File: src/rtl/vga_text_console_pkg.sv
// Shared types and constants for the VGA text console write sequencer.
// Holds the state enum, screen geometry, ASCII codes and block-address type.
package vga_text_console_pkg;

   localparam int VGA_NORMAL_HSIZE = 800;
   localparam int VGA_NORMAL_VSIZE = 600;

   localparam int VGA_TEXT_COLS = VGA_NORMAL_HSIZE / 8;
   localparam int VGA_TEXT_ROWS = VGA_NORMAL_VSIZE / 16;

   localparam int GFX_ADDR_W = 12;

   typedef logic [GFX_ADDR_W-1:0] Graphics_block_addr_t;

   typedef enum logic [1:0] {
      ST_IDLE,
      ST_CLEAR_LINE,
      ST_CLEAR_ALL
   } Console_state_t;

   localparam logic [7:0] ASCII_SPACE = 8'h20;
   localparam logic [7:0] ASCII_TILDE = 8'h7E;
   localparam logic [7:0] ASCII_LF    = 8'h0A;
   localparam logic [7:0] ASCII_CR    = 8'h0D;
   localparam logic [7:0] ASCII_BS    = 8'h08;

   function automatic logic is_printable(input logic [7:0] c);
      return (c >= ASCII_SPACE) && (c <= ASCII_TILDE);
   endfunction

endpackage

File: src/rtl/vga_text_console_if.sv
// Character request side and block-write side of the text console.
// master: character source / observer; slave: the console itself.
interface vga_text_console_if;
   import vga_text_console_pkg::*;

   logic                 char_valid;
   logic [7:0]           char_data;
   logic                 char_ready;
   logic                 clr_req;
   logic                 write_op;
   Graphics_block_addr_t bus_addr;
   logic [7:0]           bus_data;
   logic [5:0]           cursor_row;
   logic [6:0]           cursor_col;
   logic                 busy;

   modport master (
      output char_valid, char_data, clr_req,
      input  char_ready, write_op, bus_addr, bus_data,
      input  cursor_row, cursor_col, busy
   );

   modport slave (
      input  char_valid, char_data, clr_req,
      output char_ready, write_op, bus_addr, bus_data,
      output cursor_row, cursor_col, busy
   );

endinterface

File: src/rtl/vga_console_sweeper.sv
// Loadable start/length address counter used for line and screen clears.
// Ports: load/start/len arm a sweep, step advances, addr/done report progress.
module vga_console_sweeper
   import vga_text_console_pkg::*;
#(
   parameter int ADDR_W  = GFX_ADDR_W,
   parameter int RST_LEN = VGA_TEXT_COLS * VGA_TEXT_ROWS
) (
   input  logic              clk_50M,
   input  logic              rst,
   input  logic              load,
   input  logic [ADDR_W-1:0] start,
   input  logic [ADDR_W-1:0] len,
   input  logic              step,
   output logic [ADDR_W-1:0] addr,
   output logic              done
);

   localparam logic [ADDR_W-1:0] RST_REM = ADDR_W'(RST_LEN);
   localparam logic [ADDR_W-1:0] ONE     = ADDR_W'(1);

   logic [ADDR_W-1:0] addr_q, addr_d;
   logic [ADDR_W-1:0] rem_q, rem_d;

   always_comb begin
      addr_d = addr_q;
      rem_d  = rem_q;
      if (load) begin
         addr_d = start;
         rem_d  = len;
      end else if (step && (rem_q != '0)) begin
         addr_d = addr_q + ONE;
         rem_d  = rem_q - ONE;
      end
   end

   // Reset arms a full-screen sweep from address 0.
   always_ff @(posedge clk_50M or posedge rst) begin
      if (rst) begin
         addr_q <= '0;
         rem_q  <= RST_REM;
      end else begin
         addr_q <= addr_d;
         rem_q  <= rem_d;
      end
   end

   assign addr = addr_q;
   assign done = (rem_q == '0);

endmodule

File: src/rtl/vga_text_console.sv
// Terminal-style write sequencer for the VGA text-mode controller.
// Ports: clk_50M, rst (async, active-high), bus (slave side of the console interface).
module vga_text_console
   import vga_text_console_pkg::*;
#(
   parameter int COLS   = VGA_TEXT_COLS,
   parameter int ROWS   = VGA_TEXT_ROWS,
   parameter int ADDR_W = GFX_ADDR_W
) (
   input  logic                clk_50M,
   input  logic                rst,
   vga_text_console_if.slave   bus
);

   localparam logic [ADDR_W-1:0] COLS_A     = ADDR_W'(COLS);
   localparam logic [ADDR_W-1:0] SCREEN_LEN = ADDR_W'(ROWS * COLS);
   localparam logic [ADDR_W-1:0] ONE        = ADDR_W'(1);
   localparam logic [5:0]        LAST_ROW   = 6'(ROWS - 1);
   localparam logic [6:0]        LAST_COL   = 7'(COLS - 1);

   Console_state_t    state_q, state_d;
   logic              write_op_q, write_op_d;
   logic [ADDR_W-1:0] addr_q, addr_d;
   logic [7:0]        data_q, data_d;
   logic [5:0]        row_q, row_d;
   logic [6:0]        col_q, col_d;
   logic              ready_q, ready_d;
   logic              busy_q, busy_d;

   logic              sw_load, sw_step, sw_done;
   logic [ADDR_W-1:0] sw_start, sw_len, sw_addr;

   logic [ADDR_W-1:0] cur_addr, nl_addr;
   logic [5:0]        nl_row;
   logic              accept;

   assign cur_addr = ADDR_W'(row_q) * COLS_A + ADDR_W'(col_q);
   assign nl_row   = (row_q == LAST_ROW) ? 6'd0 : row_q + 6'd1;
   assign nl_addr  = ADDR_W'(nl_row) * COLS_A;
   assign accept   = bus.char_valid && ready_q;

   vga_console_sweeper #(
      .ADDR_W  (ADDR_W),
      .RST_LEN (ROWS * COLS)
   ) u_sweeper (
      .clk_50M (clk_50M),
      .rst     (rst),
      .load    (sw_load),
      .start   (sw_start),
      .len     (sw_len),
      .step    (sw_step),
      .addr    (sw_addr),
      .done    (sw_done)
   );

   always_comb begin
      state_d    = state_q;
      write_op_d = 1'b0;
      addr_d     = addr_q;
      data_d     = data_q;
      row_d      = row_q;
      col_d      = col_q;
      sw_load    = 1'b0;
      sw_start   = '0;
      sw_len     = '0;
      sw_step    = 1'b0;

      unique case (state_q)
         ST_IDLE: begin
            if (bus.clr_req) begin
               // Clear wins over a simultaneous character.
               state_d  = ST_CLEAR_ALL;
               row_d    = 6'd0;
               col_d    = 7'd0;
               sw_load  = 1'b1;
               sw_start = '0;
               sw_len   = SCREEN_LEN;
            end else if (accept) begin
               unique case (1'b1)
                  is_printable(bus.char_data): begin
                     write_op_d = 1'b1;
                     addr_d     = cur_addr;
                     data_d     = bus.char_data;
                     if (col_q == LAST_COL) begin
                        col_d    = 7'd0;
                        row_d    = nl_row;
                        state_d  = ST_CLEAR_LINE;
                        sw_load  = 1'b1;
                        sw_start = nl_addr;
                        sw_len   = COLS_A;
                     end else begin
                        col_d = col_q + 7'd1;
                     end
                  end
                  (bus.char_data == ASCII_LF): begin
                     col_d    = 7'd0;
                     row_d    = nl_row;
                     state_d  = ST_CLEAR_LINE;
                     sw_load  = 1'b1;
                     sw_start = nl_addr;
                     sw_len   = COLS_A;
                  end
                  (bus.char_data == ASCII_CR): begin
                     col_d = 7'd0;
                  end
                  (bus.char_data == ASCII_BS): begin
                     if (col_q != 7'd0) begin
                        col_d      = col_q - 7'd1;
                        write_op_d = 1'b1;
                        addr_d     = cur_addr - ONE;
                        data_d     = ASCII_SPACE;
                     end
                  end
                  default: begin
                  end
               endcase
            end
         end
         ST_CLEAR_LINE, ST_CLEAR_ALL: begin
            // Done is seen one cycle after the last write, so busy
            // stays high through the final write.
            if (sw_done) begin
               state_d = ST_IDLE;
            end else begin
               write_op_d = 1'b1;
               addr_d     = sw_addr;
               data_d     = ASCII_SPACE;
               sw_step    = 1'b1;
            end
         end
         default: begin
            state_d  = ST_CLEAR_ALL;
            row_d    = 6'd0;
            col_d    = 7'd0;
            sw_load  = 1'b1;
            sw_start = '0;
            sw_len   = SCREEN_LEN;
         end
      endcase

      ready_d = (state_d == ST_IDLE);
      busy_d  = (state_d != ST_IDLE);
   end

   always_ff @(posedge clk_50M or posedge rst) begin
      if (rst) begin
         state_q    <= ST_CLEAR_ALL;
         write_op_q <= 1'b0;
         addr_q     <= '0;
         data_q     <= ASCII_SPACE;
         row_q      <= 6'd0;
         col_q      <= 7'd0;
         ready_q    <= 1'b0;
         busy_q     <= 1'b1;
      end else begin
         state_q    <= state_d;
         write_op_q <= write_op_d;
         addr_q     <= addr_d;
         data_q     <= data_d;
         row_q      <= row_d;
         col_q      <= col_d;
         ready_q    <= ready_d;
         busy_q     <= busy_d;
      end
   end

   assign bus.char_ready = ready_q;
   assign bus.write_op   = write_op_q;
   assign bus.bus_addr   = addr_q;
   assign bus.bus_data   = data_q;
   assign bus.cursor_row = row_q;
   assign bus.cursor_col = col_q;
   assign bus.busy       = busy_q;

endmodule

File: src/flat_wrapper.sv
// flat-port wrapper written by rule: the top's interface ports become plain ports
module vga_text_console_flat import vga_text_console_pkg::*;
#(
   parameter int COLS   = VGA_TEXT_COLS,
   parameter int ROWS   = VGA_TEXT_ROWS,
   parameter int ADDR_W = GFX_ADDR_W
)
  (clk_50M, rst, bus_char_valid, bus_char_data, bus_clr_req, bus_char_ready, bus_write_op, bus_bus_addr, bus_bus_data, bus_cursor_row, bus_cursor_col, bus_busy);
  vga_text_console_if bus_i ();
  input  logic clk_50M;
  input  logic rst;
  input wire logic [$bits(bus_i.char_valid)-1:0] bus_char_valid;
  input wire logic [$bits(bus_i.char_data)-1:0] bus_char_data;
  input wire logic [$bits(bus_i.clr_req)-1:0] bus_clr_req;
  output wire logic [$bits(bus_i.char_ready)-1:0] bus_char_ready;
  output wire logic [$bits(bus_i.write_op)-1:0] bus_write_op;
  output wire logic [$bits(bus_i.bus_addr)-1:0] bus_bus_addr;
  output wire logic [$bits(bus_i.bus_data)-1:0] bus_bus_data;
  output wire logic [$bits(bus_i.cursor_row)-1:0] bus_cursor_row;
  output wire logic [$bits(bus_i.cursor_col)-1:0] bus_cursor_col;
  output wire logic [$bits(bus_i.busy)-1:0] bus_busy;
  assign bus_i.char_valid = bus_char_valid;
  assign bus_i.char_data = bus_char_data;
  assign bus_i.clr_req = bus_clr_req;
  assign bus_char_ready = bus_i.char_ready;
  assign bus_write_op = bus_i.write_op;
  assign bus_bus_addr = bus_i.bus_addr;
  assign bus_bus_data = bus_i.bus_data;
  assign bus_cursor_row = bus_i.cursor_row;
  assign bus_cursor_col = bus_i.cursor_col;
  assign bus_busy = bus_i.busy;
  vga_text_console #(.COLS(COLS), .ROWS(ROWS), .ADDR_W(ADDR_W)) u_core (.clk_50M(clk_50M), .rst(rst), .bus(bus_i));
endmodule
File: config.mk
export PLATFORM = sky130hd
export DESIGN_NAME = vga_text_console_flat
export DESIGN_NICKNAME = d
export VERILOG_FILES = /design/src/rtl/vga_text_console_pkg.sv /design/src/rtl/vga_text_console_if.sv /design/src/rtl/vga_console_sweeper.sv /design/src/rtl/vga_text_console.sv /design/src/flat_wrapper.sv
export SDC_FILE = /design/constraint.sdc
export NUM_CORES = 1
export LEC_CHECK = 0
export ABC_AREA = 1
export CORE_ASPECT_RATIO = 2
export CORE_MARGIN = 10
export CORE_UTILIZATION = 30
export DETAILED_ROUTE_END_ITERATION = 6
export PLACE_DENSITY_LB_ADDON = 0.25
export SLEW_MARGIN = 20
export SYNTH_ARGS = -nofsm -noshare
export SYNTH_HDL_FRONTEND = slang
export SYNTH_SLANG_ARGS = --single-unit
File: constraint.sdc
create_clock -name clk_50M -period 4.45 [get_ports clk_50M]
set_input_delay 0.89 -clock clk_50M [delete_from_list [all_inputs] [get_ports clk_50M]]
set_output_delay 0.89 -clock clk_50M [all_outputs]
set_load 0.01 [all_outputs]
# ---- After elaboration in Yosys (flattened, before gate mapping)
# Index checks and enable logic that the tools add are counted.
dict set report op_classes {
  add_sub_neg 7
  mul 2
  div_mod_pow 0
  n_lt_le_gt_ge 2
  n_eq_ne 17
  shifts 0
  mux 56
  bitwise 1
  n_reduce_logical 16
}
# op count
set op_table {}
lappend op_table {{12-bit 2-to-1 mux} 14}
lappend op_table {{12-bit case mux with 2 select lines} 5}
lappend op_table {{7-bit 2-to-1 mux} 5}
lappend op_table {{8-bit 2-to-1 mux} 4}
lappend op_table {{8-bit case mux with 2 select lines} 2}
lappend op_table {{8-bit by 4-bit equality test with 1-bit output, second input constant} 3}
lappend op_table {{6-bit 2-to-1 mux} 4}
lappend op_table {{6-bit case mux with 2 select lines} 2}
lappend op_table {{12-bit by 1-bit subtractor with 12-bit output, second input constant} 2}
lappend op_table {{7-bit case mux with 3 select lines} 1}
lappend op_table {{6-bit by 5-bit multiplier with 10-bit output, second input constant} 2}
lappend op_table {{7-bit case mux with 2 select lines} 1}
lappend op_table {{12-bit by 1-bit adder with 12-bit output, second input constant} 1}
lappend op_table {{12-bit by 7-bit adder with 12-bit output} 1}
lappend op_table {{12-bit zero test} 1}
lappend op_table {{12-bit nonzero test} 1}
lappend op_table {{8-bit by 6-bit >= comparator with 1-bit output, second input constant} 1}
lappend op_table {{8-bit by 7-bit <= comparator with 1-bit output, second input constant} 1}
lappend op_table {{1-bit 2-to-1 mux} 8}
lappend op_table {{2-bit 2-to-1 mux} 4}
lappend op_table {{4-bit inequality test, second input constant} 2}
lappend op_table {{1-bit case mux with 2 select lines} 4}
lappend op_table {{2-bit case mux with 2 select lines} 2}
lappend op_table {{4-bit AND reduction} 2}
lappend op_table {{other kinds (21)} 28}
dict set report word_totals {
  register_bits 62
  latchBits 0
  ramBits 0
  rom_bits 0
  output_inout_bits 36
  elab_cells 111
  mem_count 0
}

# ---- Logic depth before layout (Yosys ltp)
# Gate-level depths: netlist of run 1.
dict set report logic_depth {
  ltp_word 9
  ltp_mapped 21
}

# ---- Modules after synthesis
# Synthesis of run 1 repeated with hierarchy kept, for this count alone.
dict set report hier_totals {
  hier_cells 840
  area_unflattened_um2 5641.7
}
# mod n_inst cells_each area_each_um2 seq_area_each_um2
set by_module_without_submodules {}
lappend by_module_without_submodules {vga_text_console 1 566 3885.0 954.7}
lappend by_module_without_submodules {vga_console_sweeper 1 274 1756.7 609.3}

# ---- Worst setup path before layout of run 1
# Ideal clock, no wire load.
dict set report synth_path {
  path_type {register to register}
  start {register u_core.row_q[1] (netlist: u_core.bus.cursor_row[1])}
  end {register u_core.u_sweeper.addr_q[10] (netlist: u_core.u_sweeper.addr[10])}
  setup_time_ns 0.113
  t_arrival_ns 3.201
  required_time_ns 4.337
  path_slack_ns 1.136
  path_stages_with_launch 16
  n_path_buf 0
  synth_period_minus_slack_ns 3.314
  cell_sequence {dfrtp_1 > ha_1 > or2_2 > nand3_1 > inv_1 > ha_1 > ha_1 > ha_1 > fa_1 > a21oi_1 > o21bai_1 > or2_2 > nand3_1 > nand3_1 > nand2_1 > inv_1}
}
dict set report synth_via {
  elab_chain_len 9
  elab_cells_between_ends 10
  classes_between {add/sub: 1; mul: 1; eq/ne: 1; mux: 7}
}
# element line_no
set synth_lines {}
lappend synth_lines {{start, declared} vga_text_console.sv:25} ;# logic [5:0] row_q, row_d;
lappend synth_lines {{start signal, assigned} vga_text_console.sv:160} ;# row_q <= row_d;
lappend synth_lines {{6-bit by 1-bit adder with 6-bit output or 6-bit equality test (tied branches)} vga_text_console.sv:38} ;# assign nl_row = (row_q == LAST_ROW) ? 6'd0 : row_q + 6'd1;
lappend synth_lines {{6-bit 2-to-1 mux *} vga_text_console.sv:38}
lappend synth_lines {{6-bit by 5-bit multiplier with 10-bit output *} vga_text_console.sv:39} ;# assign nl_addr = ADDR_W'(nl_row) * COLS_A;
lappend synth_lines {{12-bit 2-to-1 mux} vga_text_console.sv:84} ;# if (col_q == LAST_COL) begin
lappend synth_lines {{12-bit case mux with 2 select lines *} vga_text_console.sv:79} ;# unique case (1'b1)
lappend synth_lines {{12-bit 2-to-1 mux *} vga_text_console.sv:78} ;# end else if (accept) begin
lappend synth_lines {{12-bit 2-to-1 mux *} vga_text_console.sv:70} ;# if (bus.clr_req) begin
lappend synth_lines {{12-bit 2-to-1 mux *} vga_text_console.sv:68} ;# unique case (state_q)
lappend synth_lines {{12-bit 2-to-1 mux *} vga_console_sweeper.sv:28} ;# if (load) begin
lappend synth_lines {{end signal, assigned} vga_console_sweeper.sv:43} ;# addr_q <= addr_d;
lappend synth_lines {{end, declared} vga_console_sweeper.sv:22} ;# logic [ADDR_W-1:0] addr_q, addr_d;
# Mark *: on every way between the ends. The rest lies on a longest branch, timed or not.
# A chain may end at the register's enable or synchronous reset.

# ---- Worst setup path after layout of run 1
dict set report layout_path {
  start {register u_core.row_q[0] (netlist: u_core.bus.cursor_row[0])}
  end {register u_core.u_sweeper.addr_q[11] (netlist: u_core.u_sweeper.addr[11])}
}
# The elaborated chain is that of the path after synthesis.

==> results of run 1 <==
-- layout make-up --
| cell class | instances | share of cell area [%] |
|---|---|---|
| multi-input combinational | 541 | 51.6 |
| sequential | 62 | 25.2 |
| timing repair buffer | 51 | 8.05 |
| inverter | 109 | 6.63 |
| tap | 210 | 4.23 |
| clock buffer | 12 | 3.97 |
| clock inverter | 4 | 0.362 |
-- how the worst max path moves through the flow --
stage                                     end  depth (start not counted)
floorplan           u_core.u_sweeper.addr[10]                         15
global placement    u_core.u_sweeper.addr[11]                         18
detailed placement  u_core.u_sweeper.addr[11]                         18
CTS                 u_core.u_sweeper.addr[11]                         18
global route        u_core.u_sweeper.addr[11]                         18
finish              u_core.u_sweeper.addr[11]                         18
-- cells by family after synthesis --
logic type	Yosys count	synth area share (%)
AOI/OAI and AO/OA	110	12.1
DFF	62	29.7
adders and majority gates	59	14.4
buffers and inverters	125	9.54
and+or+nand+nor	346	30.0
xor gates and xnor gates	26	4.32
-- cell usage after synthesis (2+ instances only) --
| master | count | area (um^2) |
|---|---|---|
| inv_1 | 103 | 387 |
| inv_2 | 5 | 18.8 |
| o2111ai_1 | 3 | 26.3 |
| or2_2 | 3 | 18.8 |
| nor2_1 | 48 | 180 |
| dfstp_2 | 10 | 263 |
| buf_2 | 4 | 20.0 |
| xnor2_1 | 6 | 52.6 |
| buf_4 | 3 | 22.5 |
| o21ai_2 | 2 | 17.5 |
| nand2_2 | 2 | 12.5 |
| nor3_1 | 13 | 65.1 |
| o21ai_0 | 36 | 180 |
| a221oi_1 | 2 | 17.5 |
| a21oi_1 | 30 | 150 |
| o31ai_2 | 4 | 50.1 |
| o21bai_1 | 2 | 15.0 |
| o21ai_1 | 19 | 95.1 |
| nor3_2 | 3 | 30.0 |
| a21oi_2 | 3 | 26.3 |
| buf_6 | 2 | 22.5 |
| nand4_1 | 22 | 138 |
| nor2_2 | 3 | 18.8 |
| nand2_1 | 172 | 646 |
| nand2_4 | 3 | 33.8 |
| fa_1 | 3 | 60.1 |
| dfrtp_1 | 52 | 1300 |
| nand3_1 | 69 | 345 |
| a31oi_1 | 6 | 37.5 |
| clkbuf_1 | 5 | 18.8 |
| xor2_1 | 20 | 175 |
| buf_1 | 2 | 7.51 |
| o31ai_1 | 2 | 15.0 |
| ha_1 | 56 | 701 |
-- metrics by stage --
step                      hold slack [ps]  area (um^2)  power [uW]  setup WS, ps
after floorplan                       463         5270         996          1140
after global placement                472         5940        1140           891
after detailed placement              473         5940        1140           798
after CTS                             492         6210        1810           786
after global routing                  512         6210        1910           486
final                                 487         6210        1780           805
-- power by group --
group,total [uW],internal [uW],switching [uW]
combinational,542,204,338
sequential,589,572,17.6
clock,653,389,264
-- flip-flops by register name (all words and copies together), names as in the netlist --
register,flops
u_core.u_sweeper.rem_q,12
u_core.bus.cursor_row,6
u_core.bus.bus_data,8
u_core.u_sweeper.addr,12
u_core.bus.write_op,1
u_core.bus.cursor_col,7
u_core.bus.bus_addr,12
u_core.bus.char_ready,1
u_core.state_q,2
u_core.bus.busy,1
-- metal layers --
layer | global-route usage (%) | share of wire, % | vias to the layer above
li1 | - | - | 2493
met1 | 13.5 | 36 | 2275
met2 | 26.8 | 58 | 73
met3 | 2.08 | 2.4 | 26
met4 | 6.49 | 3.3 | 0
met5 | 0 | 0 | -
-- critical path: stages (launching register included) --
cell,delay (ps)
dfrtp_1,510
inv_1,160
ha_1,220
nand3_1,180
nand2_1,70
nor2_1,260
ha_1,290
ha_1,300
ha_1,300
ha_1,350
a21oi_1,210
nand2_1,90
a21oi_1,140
o21bai_1,90
xor2_1,140
nand2_1,60
nand2_1,50
nand2_1,50
o21ai_1,60
==> metrics.yaml, run 1 <==
async_flop_share_pct: 100
vdd_drop_max_uv: 154
antenna_found_initial: 0
timing.rr.start: "u_core.bus.cursor_row[0]"
first_global_vias: 4993
finalSetupTns_ps: 0
holdPathStages: 2
drive_gt1_share_pct: 7.96
yosysWarnings: 0
drc: 0
numCtsBuffers: 9
nNetsFinal: 845
r2r_slack_ps: 810
postCtsHoldBufs: 0
post_cts_buffers: 0
grt.total_usage_pct: 13.8
fillers: 1863
gp_congestion: 0.840
tightest_slew_ps: 811
die_h_um: 207
seq_area_frac_synth_pct: 29.7
finalNonFillerCells: 989
cp-end-kind: "register"
clkSinkCount: 62
via_count: 4867
grt_pass1_wl_um: 25900
hp-class: "reg -> reg"
timing.fmax_mhz: 274
setup_viol: 0
wl_per_cell_um: 16.1
cts_buffer_depth: 2
leakage_uw: 0.00304
die_w_um: 114
hold_viol: 0
fin_crit_ps: 3640
reg2regPathDepth: 18
diodes: 0
synth_cell_types: 44
synth-main-ff-cell: "dfrtp_1"
slew_violations: 0
initial_core_util_pct: 30.5
area_growth_pct: 17.8
hold_start: "u_core.bus.bus_data[3]"
synth_cells: 728
die_area_mm2: 0.0236
ys_ff_latch: 62
crit_fanout: 9
dp_hpwl_um: 12800
timing.critical_path.from: "u_core.bus.cursor_row[0]"
worstSetupPathType: "reg -> reg"
avgSynthCellArea_um2: 7.24
relSlewSlack_pct: 45.9
drt.antenna.violating_nets: 0
dr.pass1.iters: 5
multiInputGateArea_mm2: 0.00321
p_per_area_mw_per_mm2: 287
fin_skew_ps: 7.79
cts-root-buf: "clkbuf_16"
clk_pin_slew_ps: 60
outcome: "finished clean"
final_common_cell: "nand2_1"
seq_area_mm2: 0.00156
holdPathEnd: "u_core.bus.bus_data[3]"
synth_edf_count: 0
drv_cap: 0
post_cts_resized: 0
crit_required_ps: 4680
drt_iter0_markers: 207
htree_levels: 3
rows: 68
syn_nets: 799
gr-total-overflow: 0
critical_path_arrival_ps: 3870
dp.cells: 973
core_area_mm2: 0.0173
netlist_area_mm2: 0.00527
routed_wl_um: 15900
layout_common_cells: "172 x nand2_1, 102 x inv_1, 69 x nand3_1"
reg2reg_to: "u_core.u_sweeper.addr[11]"
start_kind: "register"
rsz0062_at_grt: "false"
utilization_pct: 36.0
min_period_over_period_pct: 81.9
ios: 48
via_per_inst: 4.92
port_buffers: 47
worstSkewPairLatency_ps: 340
cts_tree: "done"
grt_max_degree: 40
Power figures use the tool's default switching activity.
==> inputs of run 2 (changes only) <==
- clock period: 4.45 -> 3.11 ns (I/O delays scaled with it)
==> metrics.yaml, run 2 (synthesis gave the netlist of run 1 again) <==
outcome: "finished clean"
pre_cts_ws_ps: -101
area_growth_pct: 34.3
drv_cap: 0
holdPathStages: 2
die_w_um: 114
reg2reg_to: "u_core.u_sweeper.addr[11]"
numCtsBuffers: 9
cts_buffer_depth: 2
drc: 0
cp-end-kind: "register"
ios: 48
layout_common_cells: "164 x nand2_1, 97 x inv_1, 63 x nand3_1"
initial_core_util_pct: 30.5
cts_tree: "done"
hp-class: "reg -> reg"
nNetsFinal: 897
wl_per_cell_um: 15.7
slew_violations: 0
grt_pass1_wl_um: 26600
finalSetupTns_ps: 0
dp.cells: 1019
core_area_mm2: 0.0173
htree_levels: 3
gr-total-overflow: 0
reg2regPathDepth: 18
grt.total_usage_pct: 13.9
multiInputGateArea_mm2: 0.00360
die_h_um: 207
diodes: 0
critical_path_arrival_ps: 3200
fillers: 1781
crit_fanout: 5
dr.pass1.iters: 5
vdd_drop_max_uv: 242
clkSinkCount: 62
grt_max_degree: 54
hold_viol: 0
final_common_cell: "nand2_1"
via_count: 5085
gp_congestion: 0.843
tightest_slew_ps: 479
worstSetupPathType: "reg -> reg"
p_per_area_mw_per_mm2: 434
worstSkewPairLatency_ps: 340
drive_gt1_share_pct: 20.9
setup_viol: 0
cts-root-buf: "clkbuf_16"
fin_ws_ps: 127
rsz0062_at_grt: "true"
dp_hpwl_um: 12800
port_buffers: 47
die_area_mm2: 0.0236
fin_crit_ps: 2980
clk_pin_slew_ps: 60
p_total_uw: 3070
seq_area_mm2: 0.00157
timing.rr.start: "u_core.bus.cursor_row[1]"
fin_skew_ps: 8.95
timing.critical_path.from: "u_core.bus.cursor_row[1]"
cp-endpoint: "u_core.u_sweeper.addr[11]"
drt_iter0_markers: 256
relSlewSlack_pct: 68.1
finalNonFillerCells: 1041
antenna_found_initial: 0
timing.fmax_mhz: 335
drt.antenna.violating_nets: 0
first_global_vias: 5224
leakage_uw: 0.00332
routed_wl_um: 16300
crit_required_ps: 3330
min_period_over_period_pct: 95.9
utilization_pct: 41.0
via_per_inst: 4.88
start_kind: "register"
rows: 68
r2r_slack_ps: 130
[run 2: changes by cell type in the layout (fill, tap and decap cells not counted), moves of 8 or more]
cell     before  now
buf_4         4   53
ha_1         56   27
ha_2          0    9
ha_4          0   20
nand2_1     172  164
nand2_2       2   10
[run 2: timing repair]
action,in CTS,in global routing
setup buffers,1,5
hold buffers,0,0
gates cloned,0,0
pin swaps,4,16
endpoints found under the setup margin,5,6
resized for setup,7,56
[run 2: layout make-up]
class	instances	share of cell area [%]
multi-input combinational	541	50.8
sequential	62	22.1
timing repair buffer	103	12.9
inverter	109	5.85
tap	210	3.71
clock buffer	12	3.62
clock inverter	4	0.990
[run 2: where the power goes]
group / switching (uW) / total (uW) / internal, uW / leakage, uW
Sequential: 16.2 / 835 / 818 / 0.000734
Combinational: 598 / 1120 / 523 / 0.00242
Clock: 375 / 1120 / 743 / 0.000163
Total: 989 / 3070 / 2080 / 0.00332
[run 2: metal layers]
layer,vias up,wire length (um),GRT usage [%]
met2,90,9340,26.8
met5,-,0,0
met4,0,673,7.06
met3,34,497,1.82
met1,2366,5820,13.7
li1,2595,-,-
[run 2: worst max-delay path, cell delays in order, from the launching register on]
cell and delay, ps:
dfrtp_2 450, buf_6 140, ha_2 200, nand3_1 90, nand2_2 80, nor2_4 150, ha_4 220, ha_4 240
ha_4 240, ha_4 250, a21oi_4 170, nand2_2 80, a21oi_2 110, o21bai_1 90, xor2_1 140, nand2_1 60
nand2_1 50, nand2_1 50, o21ai_1 60
[run 2: how the worst min path moves through the flow]
stage,from,slack [ps],to
floorplan,u_core.u_sweeper.rem_q[6],460,u_core.u_sweeper.rem_q[6]
global placement,u_core.bus.bus_addr[5],460,u_core.bus.bus_addr[5]
detailed placement,u_core.bus.bus_data[3],470,u_core.bus.bus_data[3]
CTS,u_core.bus.bus_data[3],490,u_core.bus.bus_data[3]
global route,u_core.u_sweeper.rem_q[6],500,u_core.u_sweeper.rem_q[6]
finish,u_core.u_sweeper.rem_q[6],490,u_core.u_sweeper.rem_q[6]
[run 2: through the flow]
step / instance area [um^2] / hold slack [ps]
6_report: 7080 / 486
5_1_grt: 7080 / 501
4_1_cts: 6740 / 487
3_5_place_dp: 6340 / 473
3_3_place_gp: 6340 / 464
2_1_floorplan: 5310 / 463
==> inputs of run 3 (changes only) <==
- CAP_MARGIN: default -> 20
- HOLD_SLACK_MARGIN: default -> 0.1
==> results of run 3 <==
Final layout, timing and power as in run 2 (identical DEF).
